$ cat src/rtl/ctrl_pipe_if.sv
// Control-bundle interface between the opcode decoder (master) and ctrl_pipe (slave).
interface ctrl_pipe_if #(
  parameter int REG_W = 5,
  parameter int CNT_W = 16
);
  logic [1:0]       id_alu_op;
  logic             id_alu_src;
  logic             id_mem_2_reg;
  logic             id_reg_write;
  logic             id_mem_read;
  logic             id_mem_write;
  logic             id_branch;
  logic             id_jump;
  logic [REG_W-1:0] id_rs1;
  logic [REG_W-1:0] id_rs2;
  logic [REG_W-1:0] id_rd;
  logic             flush_id_ex;

  logic             stall_if_id;
  logic [1:0]       ex_alu_op;
  logic             ex_alu_src;
  logic             mem_mem_read;
  logic             mem_mem_write;
  logic             mem_branch;
  logic             mem_jump;
  logic             wb_mem_2_reg;
  logic             wb_reg_write;
  logic [REG_W-1:0] wb_rd;
  logic [1:0]       forward_a;
  logic [1:0]       forward_b;
  logic [CNT_W-1:0] bubble_cnt;

  modport master (
    output id_alu_op, id_alu_src, id_mem_2_reg, id_reg_write, id_mem_read,
           id_mem_write, id_branch, id_jump, id_rs1, id_rs2, id_rd, flush_id_ex,
    input  stall_if_id, ex_alu_op, ex_alu_src, mem_mem_read, mem_mem_write,
           mem_branch, mem_jump, wb_mem_2_reg, wb_reg_write, wb_rd,
           forward_a, forward_b, bubble_cnt
  );

  modport slave (
    input  id_alu_op, id_alu_src, id_mem_2_reg, id_reg_write, id_mem_read,
           id_mem_write, id_branch, id_jump, id_rs1, id_rs2, id_rd, flush_id_ex,
    output stall_if_id, ex_alu_op, ex_alu_src, mem_mem_read, mem_mem_write,
           mem_branch, mem_jump, wb_mem_2_reg, wb_reg_write, wb_rd,
           forward_a, forward_b, bubble_cnt
  );
endinterface

$ cat src/rtl/ctrl_pipe.sv
// ID/EX, EX/MEM, MEM/WB control pipeline with load-use stall, flush bubbles,
// EX-stage forwarding selects and a saturating bubble counter.
module ctrl_pipe #(
  parameter int REG_W = 5,
  parameter int CNT_W = 16
) (
  input  logic        clk,
  input  logic        arst_n,
  ctrl_pipe_if.slave  bus
);

  logic             ex_v, ex_src, ex_m2r, ex_rw, ex_mr, ex_mw, ex_br, ex_j;
  logic [1:0]       ex_op;
  logic [REG_W-1:0] ex_rs1, ex_rs2, ex_rd;

  logic             mm_v, mm_m2r, mm_rw, mm_mr, mm_mw, mm_br, mm_j;
  logic [REG_W-1:0] mm_rd;

  logic             wb_v, wb_m2r, wb_rw;
  logic [REG_W-1:0] wb_rd_q;

  logic [CNT_W-1:0] cnt;

  logic rs1_used, rs2_used, hazard, bubble;

  assign rs1_used = ~bus.id_jump;
  assign rs2_used = (~bus.id_alu_src & ~bus.id_jump) | bus.id_mem_write;

  assign hazard = ex_v & ex_mr & (ex_rd != '0) &
                  ((rs1_used & (ex_rd == bus.id_rs1)) |
                   (rs2_used & (ex_rd == bus.id_rs2)));

  // Flush already discards the ID instruction, so it must not also hold IF/ID.
  assign bubble          = bus.flush_id_ex | hazard;
  assign bus.stall_if_id = hazard & ~bus.flush_id_ex;

  always_ff @(posedge clk) begin
    if (!arst_n) begin
      ex_v <= 1'b0; ex_op <= 2'b00; ex_src <= 1'b0; ex_m2r <= 1'b0; ex_rw <= 1'b0;
      ex_mr <= 1'b0; ex_mw <= 1'b0; ex_br <= 1'b0; ex_j <= 1'b0;
      ex_rs1 <= '0; ex_rs2 <= '0; ex_rd <= '0;
      mm_v <= 1'b0; mm_m2r <= 1'b0; mm_rw <= 1'b0; mm_mr <= 1'b0;
      mm_mw <= 1'b0; mm_br <= 1'b0; mm_j <= 1'b0; mm_rd <= '0;
      wb_v <= 1'b0; wb_m2r <= 1'b0; wb_rw <= 1'b0; wb_rd_q <= '0;
      cnt <= '0;
    end else begin
      if (bubble) begin
        ex_v <= 1'b0; ex_op <= 2'b00; ex_src <= 1'b0; ex_m2r <= 1'b0; ex_rw <= 1'b0;
        ex_mr <= 1'b0; ex_mw <= 1'b0; ex_br <= 1'b0; ex_j <= 1'b0;
        ex_rs1 <= '0; ex_rs2 <= '0; ex_rd <= '0;
      end else begin
        ex_v   <= 1'b1;
        ex_op  <= bus.id_alu_op;
        ex_src <= bus.id_alu_src;
        ex_m2r <= bus.id_mem_2_reg;
        ex_rw  <= bus.id_reg_write;
        ex_mr  <= bus.id_mem_read;
        ex_mw  <= bus.id_mem_write;
        ex_br  <= bus.id_branch;
        ex_j   <= bus.id_jump;
        ex_rs1 <= bus.id_rs1;
        ex_rs2 <= bus.id_rs2;
        ex_rd  <= bus.id_rd;
      end

      mm_v   <= ex_v;
      mm_m2r <= ex_m2r;
      mm_rw  <= ex_rw;
      mm_mr  <= ex_mr;
      mm_mw  <= ex_mw;
      mm_br  <= ex_br;
      mm_j   <= ex_j;
      mm_rd  <= ex_rd;

      wb_v    <= mm_v;
      wb_m2r  <= mm_m2r;
      wb_rw   <= mm_rw;
      wb_rd_q <= mm_rd;

      if (bubble && (cnt != {CNT_W{1'b1}}))
        cnt <= cnt + {{(CNT_W-1){1'b0}}, 1'b1};
    end
  end

  assign bus.ex_alu_op     = ex_v ? ex_op : 2'b00;
  assign bus.ex_alu_src    = ex_v & ex_src;
  assign bus.mem_mem_read  = mm_v & mm_mr;
  assign bus.mem_mem_write = mm_v & mm_mw;
  assign bus.mem_branch    = mm_v & mm_br;
  assign bus.mem_jump      = mm_v & mm_j;
  assign bus.wb_mem_2_reg  = wb_v & wb_m2r;
  assign bus.wb_reg_write  = wb_v & wb_rw;
  assign bus.wb_rd         = wb_v ? wb_rd_q : '0;
  assign bus.bubble_cnt    = cnt;

  // The younger EX/MEM result takes priority; x0 is never a forwarding source.
  function automatic logic [1:0] fwd_sel(input logic [REG_W-1:0] rs);
    logic [1:0] sel;
    sel = 2'b00;
    if (ex_v) begin
      if (mm_v && mm_rw && (mm_rd != '0) && (mm_rd == rs))
        sel = 2'b10;
      else if (wb_v && wb_rw && (wb_rd_q != '0) && (wb_rd_q == rs))
        sel = 2'b01;
    end
    return sel;
  endfunction

  assign bus.forward_a = fwd_sel(ex_rs1);
  assign bus.forward_b = fwd_sel(ex_rs2);

endmodule

$ cat src/flat_wrapper.sv
// flat-port wrapper written by rule: the top's interface ports become plain ports
module ctrl_pipe_flat 
#(
  parameter int REG_W = 5,
  parameter int CNT_W = 16
)
  (clk, arst_n, bus_id_alu_op, bus_id_alu_src, bus_id_mem_2_reg, bus_id_reg_write, bus_id_mem_read, bus_id_mem_write, bus_id_branch, bus_id_jump, bus_id_rs1, bus_id_rs2, bus_id_rd, bus_flush_id_ex, bus_stall_if_id, bus_ex_alu_op, bus_ex_alu_src, bus_mem_mem_read, bus_mem_mem_write, bus_mem_branch, bus_mem_jump, bus_wb_mem_2_reg, bus_wb_reg_write, bus_wb_rd, bus_forward_a, bus_forward_b, bus_bubble_cnt);
  ctrl_pipe_if #(.REG_W(REG_W), .CNT_W(CNT_W)) bus_i ();
  input  logic clk;
  input  logic arst_n;
  input wire logic [$bits(bus_i.id_alu_op)-1:0] bus_id_alu_op;
  input wire logic [$bits(bus_i.id_alu_src)-1:0] bus_id_alu_src;
  input wire logic [$bits(bus_i.id_mem_2_reg)-1:0] bus_id_mem_2_reg;
  input wire logic [$bits(bus_i.id_reg_write)-1:0] bus_id_reg_write;
  input wire logic [$bits(bus_i.id_mem_read)-1:0] bus_id_mem_read;
  input wire logic [$bits(bus_i.id_mem_write)-1:0] bus_id_mem_write;
  input wire logic [$bits(bus_i.id_branch)-1:0] bus_id_branch;
  input wire logic [$bits(bus_i.id_jump)-1:0] bus_id_jump;
  input wire logic [$bits(bus_i.id_rs1)-1:0] bus_id_rs1;
  input wire logic [$bits(bus_i.id_rs2)-1:0] bus_id_rs2;
  input wire logic [$bits(bus_i.id_rd)-1:0] bus_id_rd;
  input wire logic [$bits(bus_i.flush_id_ex)-1:0] bus_flush_id_ex;
  output wire logic [$bits(bus_i.stall_if_id)-1:0] bus_stall_if_id;
  output wire logic [$bits(bus_i.ex_alu_op)-1:0] bus_ex_alu_op;
  output wire logic [$bits(bus_i.ex_alu_src)-1:0] bus_ex_alu_src;
  output wire logic [$bits(bus_i.mem_mem_read)-1:0] bus_mem_mem_read;
  output wire logic [$bits(bus_i.mem_mem_write)-1:0] bus_mem_mem_write;
  output wire logic [$bits(bus_i.mem_branch)-1:0] bus_mem_branch;
  output wire logic [$bits(bus_i.mem_jump)-1:0] bus_mem_jump;
  output wire logic [$bits(bus_i.wb_mem_2_reg)-1:0] bus_wb_mem_2_reg;
  output wire logic [$bits(bus_i.wb_reg_write)-1:0] bus_wb_reg_write;
  output wire logic [$bits(bus_i.wb_rd)-1:0] bus_wb_rd;
  output wire logic [$bits(bus_i.forward_a)-1:0] bus_forward_a;
  output wire logic [$bits(bus_i.forward_b)-1:0] bus_forward_b;
  output wire logic [$bits(bus_i.bubble_cnt)-1:0] bus_bubble_cnt;
  assign bus_i.id_alu_op = bus_id_alu_op;
  assign bus_i.id_alu_src = bus_id_alu_src;
  assign bus_i.id_mem_2_reg = bus_id_mem_2_reg;
  assign bus_i.id_reg_write = bus_id_reg_write;
  assign bus_i.id_mem_read = bus_id_mem_read;
  assign bus_i.id_mem_write = bus_id_mem_write;
  assign bus_i.id_branch = bus_id_branch;
  assign bus_i.id_jump = bus_id_jump;
  assign bus_i.id_rs1 = bus_id_rs1;
  assign bus_i.id_rs2 = bus_id_rs2;
  assign bus_i.id_rd = bus_id_rd;
  assign bus_i.flush_id_ex = bus_flush_id_ex;
  assign bus_stall_if_id = bus_i.stall_if_id;
  assign bus_ex_alu_op = bus_i.ex_alu_op;
  assign bus_ex_alu_src = bus_i.ex_alu_src;
  assign bus_mem_mem_read = bus_i.mem_mem_read;
  assign bus_mem_mem_write = bus_i.mem_mem_write;
  assign bus_mem_branch = bus_i.mem_branch;
  assign bus_mem_jump = bus_i.mem_jump;
  assign bus_wb_mem_2_reg = bus_i.wb_mem_2_reg;
  assign bus_wb_reg_write = bus_i.wb_reg_write;
  assign bus_wb_rd = bus_i.wb_rd;
  assign bus_forward_a = bus_i.forward_a;
  assign bus_forward_b = bus_i.forward_b;
  assign bus_bubble_cnt = bus_i.bubble_cnt;
  ctrl_pipe #(.REG_W(REG_W), .CNT_W(CNT_W)) u_core (.clk(clk), .arst_n(arst_n), .bus(bus_i));
endmodule
$ cat config.mk
export PLATFORM = sky130hd
export DESIGN_NAME = ctrl_pipe_flat
export DESIGN_NICKNAME = d
export VERILOG_FILES = /design/src/rtl/ctrl_pipe_if.sv /design/src/rtl/ctrl_pipe.sv /design/src/flat_wrapper.sv
export SDC_FILE = /design/constraint.sdc
export NUM_CORES = 1
export LEC_CHECK = 0
export BUFFER_PORTS_ARGS = -buffer_cell sky130_fd_sc_hd__buf_2
export CORE_ASPECT_RATIO = 1.1
export CORE_MARGIN = 3
export CORE_UTILIZATION = 50
export DETAILED_ROUTE_END_ITERATION = 10
export PLACE_DENSITY = 0.84
export SYNTH_ARGS = -nofsm -noshare
export SYNTH_HDL_FRONTEND = slang
export SYNTH_SLANG_ARGS = --single-unit
$ cat constraint.sdc
create_clock -name clk -period 2.4 [get_ports clk]
set_input_delay 0.24 -clock clk [delete_from_list [all_inputs] [get_ports clk]]
set_output_delay 0.24 -clock clk [all_outputs]
set_load 0.02 [all_outputs]
---- After elaboration in Yosys (flattened, before gate mapping) ----
Index checks and enable logic that the tools add are counted.
W data, S select, Z words.
operators by class
  add/sub/neg operators ................... 1
  $mul .................................... 0
  divide/modulo/power cells ............... 0
  magnitude comparators ................... 0
  equality and inequality tests ........... 7
  shift-type cells ........................ 0
  mux-type cells .......................... 9
  bitwise operators ....................... 21
  reduce and logical (&&, ||, !) cells .... 13
operator list
  kind                     number
  $eq A5 B5 Y1             6
  $add A16 B1 Y16 const B  1
  $ne A16 B16 Y1 const B   1
  $reduce_bool A5 Y1       3
  $and A1 B1 Y1            14
  $mux W2                  5
  $logic_and A1 B1 Y1      9
  $mux W5                  1
  $not A1 Y1               4
  $mux W1                  3
  $or A1 B1 Y1             3
  $reduce_or A2 Y1         1
word-level totals
  register bits ........................... 61
  latch bits .............................. 0
  bits in writable memories ............... 0
  ROM bits ................................ 0
  input port bits ......................... 27
  output and inout port bits .............. 35
  logic and storage cells ................. 76
  memories kept ........................... 0

---- Depth between registers and ports, before layout ----
Gate-level depths: netlist of the first run.
  word-level depth ........................ 8
  mapped depth ............................ 8
  gate-level depth less buffers ........... 7

---- Least setup slack after synthesis of the first run ----
Ideal clock, no wire load.
  path type ............................... register -> output
  start ................................... register u_core.wb_v
  end ..................................... output bus_forward_b[0]
  arrival ................................. 1896 ps
  data required time ...................... 2160 ps
  slack ................................... 264 ps
  cell stages (with the launch flop) ...... 5
  buffers on the path ..................... 0
  cell sequence ........................... dfxtp_1 -> and2_1 -> o211ai_1 -> or4_1 -> nor4_1
between the ends
  cells in the longest elaborated chain, start to end .. 6
ends and longest elaborated chain
  item                               RTL line            RTL
  start: declaration                 ctrl_pipe.sv:19     logic wb_v, wb_m2r, wb_rw;
  start signal: assignment           ctrl_pipe.sv:75     wb_v <= mm_v;
  $logic_and A1 B1 Y1 (3 in series)  ctrl_pipe.sv:103    else if (wb_v && wb_rw && (wb_rd_q != '0) && (wb_rd_q == rs))
  $mux W1                            ctrl_pipe.sv:103
  $mux W2                            ctrl_pipe.sv:101    if (mm_v && mm_rw && (mm_rd != '0) && (mm_rd == rs))
  $mux W2                            ctrl_pipe.sv:100    if (ex_v) begin
  end: declaration                   flat_wrapper.sv:34  output wire logic [$bits(bus_i.forward_b)-1:0] bus_forward_b;
Every way passes these cells.

---- Worst setup path after layout of the first run ----
  start ................................... register u_core.ex_rd[1]
  end ..................................... output bus_stall_if_id
between the ends
  cells in the longest elaborated chain, start to end .. 5
  elaborated cells between the ends (all ways) .. 9
  classes of those cells .................. eq/ne: 2; bitwise: 6; reduce/logical: 1
ends and longest elaborated chain
  item                              RTL line                          RTL
  start: declaration                ctrl_pipe.sv:14                   logic [REG_W-1:0] ex_rs1, ex_rs2, ex_rd;
  start signal: assignment          ctrl_pipe.sv:63                   ex_rd <= bus.id_rd;
  $eq A5 B5 Y1 (on tied branches)   ctrl_pipe.sv:30, ctrl_pipe.sv:31
  $and A1 B1 Y1 (on tied branches)  ctrl_pipe.sv:30, ctrl_pipe.sv:31
  $or A1 B1 Y1                      ctrl_pipe.sv:30                   ((rs1_used & (ex_rd == bus.id_rs1)) |
  $and A1 B1 Y1 (*)                 ctrl_pipe.sv:29                   assign hazard = ex_v & ex_mr & (ex_rd != '0) &
  $and A1 B1 Y1 (*)                 ctrl_pipe.sv:35                   assign bus.stall_if_id = hazard & ~bus.flush_id_ex;
  end: declaration                  flat_wrapper.sv:23                output wire logic [$bits(bus_i.stall_if_id)-1:0] bus_stall_if_id;
Every way passes the cells marked *; elsewhere a longest branch is shown, timed or not.

==> results.yml, run 1 <==
run_status:
  status: "finished, final reports clean"
placement:
  io_buffers: 61
  dpl.hpwl_mm: 4.016
  placedCellCount: 375
  place_congestion: 0.7529
  place_ws_ns: 0.1659
final_layout:
  utilization_pct: 64.92
  finalNetCount: 358
  layout-area-overhead-vs-synth_pct: 20.86
  antenna_cells: 0
  drive_above_1_share_pct: 27.76
  instances_no_fill: 391
sta:
  final_hold_viol_count: 0
  setup_viol: 0
  postLayoutSetupSlackWorst_ns: 0.1487
  relSlewSlack_pct: 67.25
  finalCritPeriodShare_pct: 93.81
  timing.final.crit_period_ns: 2.251
  tightest_slew_ns: 0.4908
  fmax_ghz: 0.4442
  setup_tns_ns: 0
  drv_slew: 0
  fin_worst_skew_ns: 0.007199
  rsz0062_at_grt: "false"
worst_setup_path:
  endpoint_kind: "output pin"
  critical_path.max_fanout: 4
  cp_slowest_cell: "or3_2"
  cp.required_ns: 2.16
  crit_family: "simple AND/OR/NAND/NOR gates"
  slowest_delay_ns: 0.48
  path_cells: "or3_2, o311a_1, nor2b_4, and2_1, buf_2"
  worst-path-buf-inv: 1
  cp.arrival_ns: 2.01
  path_class: "reg -> out"
  setup.worst_path.start_class: "flip-flop"
synth:
  ys_warn_count: 0
  synth-seq-cells: 61
  synthCells: 262
  yosysTopAreaCell: "dfxtp_1"
  mappedNetlistNets: 290
  yosysSeqAreaShare_pct: 46.90
  synth-edff-count: 0
  syn_area_um2: 2604
  synthTopCellsByArea: "dfxtp_1 47%, and2_1 15%, xnor2_1 6.1%, xor2_1 4.7%, nand3_1 2.3%"
  ys_async_sr_fraction_pct: 0
  syn-mean-instance-area_um2: 9.938
  synth_top_area_share_pct: 46.90
  ys_types: 42
  yosys-top-cells-count: "61 x and2_1, 61 x dfxtp_1, 18 x xnor2_1, 14 x xor2_1, 12 x nand3_1"
  synth_ff_type: "dfxtp_1"
die:
  die_h_um: 81.69
  fp.dieW_um: 74.81
  initial_core_util_pct: 53.72
  ios: 62
  core_um2: 4847
  die_area_um2: 6110
  rows: 26
clock_network:
  cts_tree: "yes"
  clock_path_buffers: 2
  numCtsBuffers: 9
  clk_latency_ns: 0.34
  clock-root-buffer: "clkbuf_8"
  clk_pin_slew_ns: 0.07
  cts_hold_buf: 0
  cts.sinks: 61
  htree_levels: 3
power:
  swShare_pct: 24.72
  pwr-share-comb_pct: 6.8
  power_leakage_nw: 1.414
  intPower_w: 0.001485
  power_w: 0.001973
  power_density_nw_per_um2: 627.0
  seqPwrFrac_pct: 54.1
  power.switching_w: 0.0004876
  peakVddDrop_mv: 0.3588
  clock_power_share_pct: 39.1
route:
  routed_wl_mm: 5.377
  drtPass1Iterations: 4
  drc: 0
  antenna_left: 0
  drt_iter0_markers: 68
  routed-via-count: 2045
  via_per_inst: 5.230
  wl_met1_mm: 2.177
  wl_met3_um: 267
  top_layer_used: "met4"
  wire_per_inst_um: 13.75
  met2_length_mm: 2.805
run:
  drv_cap: 0
grt:
  grt_max_degree: 28
  first_global_vias: 1954
  antenna_found_initial: 0
  overflow: 0
  grt_pass1_wl_mm: 8.714
  grt_use_total_pct: 19.19
hold_path:
  hold_class: "in -> reg"
==> cells in the final DEF, fill, tap and decap left out, types with 2 or more instances in the layout <==
master	count
nor4_1	3
buf_4	3
clkinvlp_4	2
buf_2	61
nand3_1	12
xor2_1	14
o31ai_1	3
nand2b_1	2
a21bo_2	2
nand3b_1	2
or4_1	6
inv_1	4
o211ai_1	2
and3_1	6
nor3_1	2
or3_1	2
o21ai_0	5
mux2i_1	3
or3_2	3
a21oi_1	10
nand4_1	7
clkbuf_8	9
nand2_1	7
clkinv_4	2
and2_1	61
nor2_1	4
xnor2_1	18
clkbuf_1	2
dfxtp_1	60
==> registers in the layout, summed over array words and instances, names as in the netlist, 2 cells and up <==
| signal | count |
|---|---|
| u_core.ex_rs1 | 5 |
| u_core.ex_rd | 5 |
| u_core.ex_op | 2 |
| u_core.mm_rd | 5 |
| u_core.wb_rd_q | 5 |
| u_core.bus.bubble_cnt | 16 |
| u_core.ex_rs2 | 5 |
==> power groups by stage <==
| stage | clock (W) | combinational [W] | sequential, W |
|---|---|---|---|
| 2_1_floorplan | 0 | 0.0000828 | 0.00109 |
| 3_3_place_gp | 0 | 0.000130 | 0.00109 |
| 3_5_place_dp | 0 | 0.000133 | 0.00109 |
| 4_1_cts | 0.000789 | 0.000134 | 0.00107 |
| 5_1_grt | 0.000826 | 0.000149 | 0.00107 |
| 6_report | 0.000772 | 0.000133 | 0.00107 |
==> layer usage <==
metal | up-vias | GRT usage, %
met5 | - | 0
met4 | 0 | 11.57
met3 | 9 | 3.672
met2 | 52 | 33.30
met1 | 954 | 21.45
li1 | 1030 | -
==> cell families (layout without fill, tap and decap cells) <==
group	Yosys count	after routing	share of synthesized area [%]
compound gates	29	29	8.505
mux	3	3	1.153
simple gates	125	125	30.23
xor+xnor	32	32	10.76
flops	61	61	46.90
fa+ha+maj	1	1	0.4805
buf+inv	11	84	1.970
==> path summary, 6_finish.rpt <==
path / slack (ns) / depth (start not counted) / to / from
worst max register to register: 0.30 / 7 / u_core.bus.bubble_cnt[13]$_SDFFE_PN0P_ / u_core.bus.bubble_cnt[0]$_SDFFE_PN0P_
worst max-delay path: 0.15 / 5 / bus_stall_if_id / u_core.ex_rd[1]$_SDFF_PP0_
worst min-delay path: 0.1 / 2 / u_core.ex_op[0]$_SDFF_PP0_ / bus_id_alu_op[0]
worst min register to register: 0.43 / 1 / u_core.mm_m2r$_SDFF_PN0_ / u_core.ex_m2r$_SDFF_PP0_
==> repair_timing <==
| item | CTS | global route |
|---|---|---|
| buffers inserted | 0 | 0 |
| resized for setup | 0 | 2 |
| endpoints found under the setup margin | 0 | 6 |
==> layout make-up <==
| class | instances | area (µm²) |
|---|---|---|
| fill | 399 | 1700 |
| multi-input combinational | 190 | 1343 |
| sequential | 61 | 1222 |
| timing repair buffer | 64 | 327.8 |
| clock buffer | 11 | 131.4 |
| tap | 56 | 70.07 |
| clock inverter | 5 | 37.54 |
| inverter | 4 | 15.01 |
==> stage by stage <==
stage               area [µm²]  hold WS [ns]
CTS                       3134       0.08760
global placement          2965        0.4184
finish                    3147       0.09668
detailed placement        2965        0.4190
global route              3147       0.09232
floorplan                 2604        0.3617
Note: power is estimated with default switching activity, not from simulation.
==> run 2: changes to the inputs <==
--- a/config.mk
+++ b/config.mk
@@ -9,6 +9,7 @@
 export CORE_ASPECT_RATIO = 1.1
 export CORE_MARGIN = 3
 export CORE_UTILIZATION = 50
+export CTS_BUF_LIST = sky130_fd_sc_hd__clkbuf_2
 export DETAILED_ROUTE_END_ITERATION = 10
 export PLACE_DENSITY = 0.84
 export SYNTH_ARGS = -nofsm -noshare
==> run 2 against run 1 <==
Non-clock buffer count rose by 30. Die area did not move. Global-route usage rose by 2.3 points. Clock skew rose by 0.012 ns. Count of clock-buffer cells in the layout did not move. Routed wire length rose by 14%. Register-to-register slack got worse by 0.03 ns. Hold slack improved by 0.13 ns. Clock power fell by 32%. Critical endpoint is now bus_forward_b[0]. Highest routed layer unchanged.
==> results.yml, run 2 (synthesis results as in run 1) <==
run_status:
  status: "finished, final reports clean"
sta:
  drv_slew: 0
  fin_worst_skew_ns: 0.01899
  fmax_ghz: 0.4243
  rsz0062_at_grt: "true"
  hold_ws_ns: 0.2239
  finalCritPeriodShare_pct: 98.19
  final_hold_viol_count: 0
  tightest_slew_ns: 0.4831
  relSlewSlack_pct: 67.76
  setup_viol: 0
  timing.final.crit_period_ns: 2.357
worst_setup_path:
  cp.arrival_ns: 2.12
  worst-path-buf-inv: 1
  r2r-start: "u_core.bus.bubble_cnt[0]$_SDFFE_PN0P_"
  path_cells: "or4_1, o211ai_1, or4_1, nor4_1, buf_2"
  critical_path.max_fanout: 4
  cp.required_ns: 2.16
  slowest_delay_ns: 0.53
  rrSetupSlack_ns: 0.27
  path_class: "reg -> out"
  endpoint_kind: "output pin"
  rr_endpoint: "u_core.bus.bubble_cnt[13]$_SDFFE_PN0P_"
  setup.worst_path.start_class: "flip-flop"
  cp_slowest_cell: "or4_1"
  r2r_cells: 7
  crit_top_cell: "or4_1"
  crit_family: "simple AND/OR/NAND/NOR gates"
hold_path:
  hold_path_startpoint: "bus_flush_id_ex"
  worstHoldPathCells: 3
  hold_path_end: "u_core.ex_v$_SDFF_PN0_"
  hold_class: "in -> reg"
placement:
  place_congestion: 0.7529
  dpl.hpwl_mm: 4.016
  io_buffers: 61
route:
  via_per_inst: 5.354
  antenna_left: 0
  drtPass1Iterations: 4
  drt_iter0_markers: 91
  drc: 0
  routed_wl_mm: 6.133
  wire_per_inst_um: 14.57
  routed-via-count: 2254
grt:
  antenna_found_initial: 0
  grt_use_total_pct: 21.46
  grt_pass1_wl_mm: 9.777
  overflow: 0
  grt_max_degree: 28
  first_global_vias: 2135
power:
  peakVddDrop_mv: 0.3516
  power_density_nw_per_um2: 517.5
  power_w: 0.001767
  power_leakage_nw: 1.530
clock_network:
  clock_path_buffers: 2
  numCtsBuffers: 9
  clk_latency_ns: 0.48
  htree_levels: 3
  clk_pin_slew_ns: 0.16
  cts_tree: "yes"
  clock-root-buffer: "clkbuf_2"
  cts.sinks: 61
final_layout:
  antenna_cells: 0
  layout_commonest_cell: "and2_1"
  finalNetCount: 388
  largest_reg_flops: 16
  utilization_pct: 70.44
  fill_cells: 350
  final_cell_mix: "60 x and2_1, 58 x buf_2, 50 x dfxtp_1, 24 x dlygate4sd3_1, 18 x xnor2_1"
  drive_above_1_share_pct: 31.23
  layout-area-overhead-vs-synth_pct: 31.14
die:
  fp.dieW_um: 74.81
  core_um2: 4847
  die_area_um2: 6110
  rows: 26
  ios: 62
  die_h_um: 81.69
  initial_core_util_pct: 53.72
run:
  drv_cap: 0
-- run 2: changes by cell type in the layout (fill, tap and decap cells not counted), sizes merged --
cell / change
dlygate4sd3: +24
buf: +6
-- run 2: worst max-delay path by stage --
| stage | to | depth (start not counted) | from |
|---|---|---|---|
| after floorplan | bus_forward_b[0] | 4 | u_core.wb_v$_SDFF_PN0_ |
| after global placement | u_core.bus.bubble_cnt[3]$_SDFFE_PN0P_ | 7 | u_core.bus.bubble_cnt[0]$_SDFFE_PN0P_ |
| after detailed placement | u_core.bus.bubble_cnt[3]$_SDFFE_PN0P_ | 7 | u_core.bus.bubble_cnt[0]$_SDFFE_PN0P_ |
| after CTS | bus_forward_b[0] | 5 | u_core.wb_rd_q[1]$_SDFF_PN0_ |
| after global routing | bus_forward_b[0] | 5 | u_core.mm_rd[3]$_SDFF_PN0_ |
| final | bus_forward_b[0] | 5 | u_core.wb_rd_q[1]$_SDFF_PN0_ |
-- run 2: worst min-delay path, stage by stage --
cell	delay, ns
buf_2	0.19
nor3_4	0.07
buf_4	0.15
-- run 2: power by group --
| part | switching [W] | total (W) | internal [W] |
|---|---|---|---|
| Clock | 0.000379 | 0.000526 | 0.000146 |
| Combinational | 0.0000761 | 0.000173 | 0.0000973 |
| Sequential | 0.0000271 | 0.00107 | 0.00104 |
| Total | 0.000483 | 0.00177 | 0.00128 |
-- run 2: cell type report --
type	instances	area, µm²	area share, %
inverters	4	15.01	0.4397
multi-input cells	190	1366	40.01
clock inverters	5	37.54	1.099
well taps	56	70.07	2.052
flip-flops and latches	61	1242	36.39
clock buffers	11	55.05	1.612
repair buffers	94	628.1	18.40
-- run 2: metrics by stage --
stage | cells | setup slack [ns] | cell area (µm²) | setup TNS [ns]
finish | 421 | 0.04337 | 3415 | 0
global route | 421 | -0.1596 | 3415 | -0.4655
CTS | 419 | 0.01280 | 3363 | 0
detailed placement | 375 | 0.1659 | 2965 | 0
global placement | 375 | 0.2539 | 2965 | 0
floorplan | 262 | 0.2636 | 2604 | 0
-- run 2: per-layer routing --
metal | GRT usage (%) | share of wire [%] | vias to the layer above
met3 | 5.875 | 5.7 | 20
met1 | 23.93 | 39 | 1068
met2 | 37.79 | 52 | 72
li1 | - | - | 1094
met4 | 9.431 | 3.0 | 0
met5 | 0 | 0 | -
-- run 2: timing repair --
item                                    in CTS  in global routing
setup buffers                                4                  2
endpoints found under the setup margin       2                 10
hold endpoints to repair                    24                  0
pin swaps                                    3                  3
resized for setup                           15                  9
hold buffers                                24                  0
==> run 3: changes to the inputs <==
--- a/config.mk
+++ b/config.mk
@@ -11,6 +11,7 @@
 export CORE_UTILIZATION = 50
 export CTS_BUF_LIST = sky130_fd_sc_hd__clkbuf_2
 export DETAILED_ROUTE_END_ITERATION = 10
+export MAX_ROUTING_LAYER = met4
 export PLACE_DENSITY = 0.84
 export SYNTH_ARGS = -nofsm -noshare
 export SYNTH_HDL_FRONTEND = slang
==> run 3 against run 2 <==
Clock skew is 0.0053 ns higher. Count of clock-buffer cells in the layout stayed put. Cell area stayed put. Setup slack worse by 0.015 ns. Sequential share of layout area stayed put. Clock power hardly changed. Maximum frequency is 0.62% lower. Die area stayed put. Core utilization stayed put. Critical endpoint unchanged. Largest power group unchanged.
==> results.yml, run 3 (synthesis results as in run 1) <==
run_status:
  status: "finished, final reports clean"
route:
  drt_iter0_markers: 82
  routed_wl_mm: 6.151
  drc: 0
  via_per_inst: 5.316
  drtPass1Iterations: 5
  wire_per_inst_um: 14.61
  routed-via-count: 2238
  antenna_left: 0
final_layout:
  layout-area-overhead-vs-synth_pct: 31.14
  instances_no_fill: 421
  antenna_cells: 0
  drive_above_1_share_pct: 31.23
  final_cell_mix: "60 x and2_1, 58 x buf_2, 50 x dfxtp_1, 24 x dlygate4sd3_1, 18 x xnor2_1"
  finalNetCount: 388
  fill_cells: 350
  final_area_um2: 3415
  layout_commonest_cell: "and2_1"
  largest_reg_flops: 16
placement:
  placedCellCount: 375
  place_area_um2: 2965
  dpl.hpwl_mm: 4.016
  place_congestion: 0.7627
  io_buffers: 61
die:
  fp.dieW_um: 74.81
  ios: 62
  die_area_um2: 6110
  core_um2: 4847
  initial_core_util_pct: 53.72
  die_h_um: 81.69
  rows: 26
sta:
  setup_tns_ns: 0
  timing.final.crit_period_ns: 2.371
  finalCritPeriodShare_pct: 98.80
  tightest_slew_ns: 0.4806
  final_hold_viol_count: 0
  fmax_ghz: 0.4217
  rsz0062_at_grt: "true"
  relSlewSlack_pct: 67.93
  fin_worst_skew_ns: 0.02426
  drv_slew: 0
  setup_viol: 0
run:
  drv_cap: 0
worst_setup_path:
  worst-path-buf-inv: 1
  setup.worst_path.start_class: "flip-flop"
  crit_top_cell: "or4_1"
  endpoint_kind: "output pin"
  slowest_delay_ns: 0.52
  cp_slowest_cell: "or4_1"
  crit_family: "simple AND/OR/NAND/NOR gates"
  cp.arrival_ns: 2.13
  cp.required_ns: 2.16
  critical_path.max_fanout: 4
  path_cells: "or4_1, o211ai_1, or4_1, nor4_1, buf_2"
  path_class: "reg -> out"
grt:
  first_global_vias: 2139
  grt_max_degree: 28
  antenna_found_initial: 0
  grt_use_total_pct: 22.04
  grt_pass1_wl_mm: 9.763
  overflow: 0
clock_network:
  clk_pin_slew_ns: 0.16
  cts_tree: "yes"
  numCtsBuffers: 9
  clk_latency_ns: 0.49
  htree_levels: 3
  cts.sinks: 61
  clock_path_buffers: 2
  clock-root-buffer: "clkbuf_2"
power:
  power_density_nw_per_um2: 517.7
  power_leakage_nw: 1.530
  peakVddDrop_mv: 0.3517
hold_path:
  hold_class: "in -> reg"
-- run 3: cell counts in the layout (fill, tap and decap cells not counted) --
No cell type changed its count.
-- run 3: layout make-up --
class	count	area (µm²)	area share, %
well taps	56	70.07	2.052
repair buffers	94	628.1	18.40
clock buffers	11	55.05	1.612
clock inverters	5	37.54	1.099
multi-input cells	190	1366	40.01
inverters	4	15.01	0.4397
flip-flops and latches	61	1242	36.39
-- run 3: report_power, final --
part           switching [W]  internal (W)
Combinational      0.0000762     0.0000973
Sequential         0.0000272       0.00104
Clock               0.000380      0.000146
-- run 3: worst paths after layout --
path | from | end | slack, ns | cells after the start
worst max register to register | u_core.bus.bubble_cnt[0]$_SDFFE_PN0P_ | u_core.bus.bubble_cnt[13]$_SDFFE_PN0P_ | 0.25 | 7
worst max-delay path | u_core.wb_rd_q[1]$_SDFF_PN0_ | bus_forward_b[0] | 0.03 | 5
worst min register to register | u_core.ex_rw$_SDFF_PP0_ | u_core.mm_rw$_SDFF_PN0_ | 0.44 | 1
worst min-delay path | bus_flush_id_ex | u_core.ex_v$_SDFF_PN0_ | 0.21 | 3
-- run 3: routing by layer --
metal,track usage [%],wire [µm]
met3,5.630,334
met5,-,0
met1,24.09,2422
met2,37.70,3237
met4,9.431,157
-- run 3: timing repair --
item,in CTS,in global routing
pin swaps,3,3
gates cloned,0,0
hold buffers,24,0
gates resized for setup,15,9
endpoints found under the setup margin,2,10
hold endpoints to repair,24,0
setup buffers,4,2
-- run 3: per-stage QoR --
step / total power, W / hold WS, ns / util [%] / worst slack, ns
detailed placement: 0.001224 / 0.4190 / 61.18 / 0.1659
floorplan: 0.001170 / 0.3617 / - / 0.2636
global placement: 0.001219 / 0.4184 / 61.18 / 0.2539
global route: 0.001842 / 0.1899 / 70.44 / -0.1596
CTS: 0.001768 / 0.1804 / 69.39 / 0.01280
finish: 0.001768 / 0.2131 / 70.44 / 0.02877
-- run 3: worst min-delay path, stage by stage --
cell and delay [ns]:
buf_2 0.19, nor3_4 0.07, buf_4 0.15
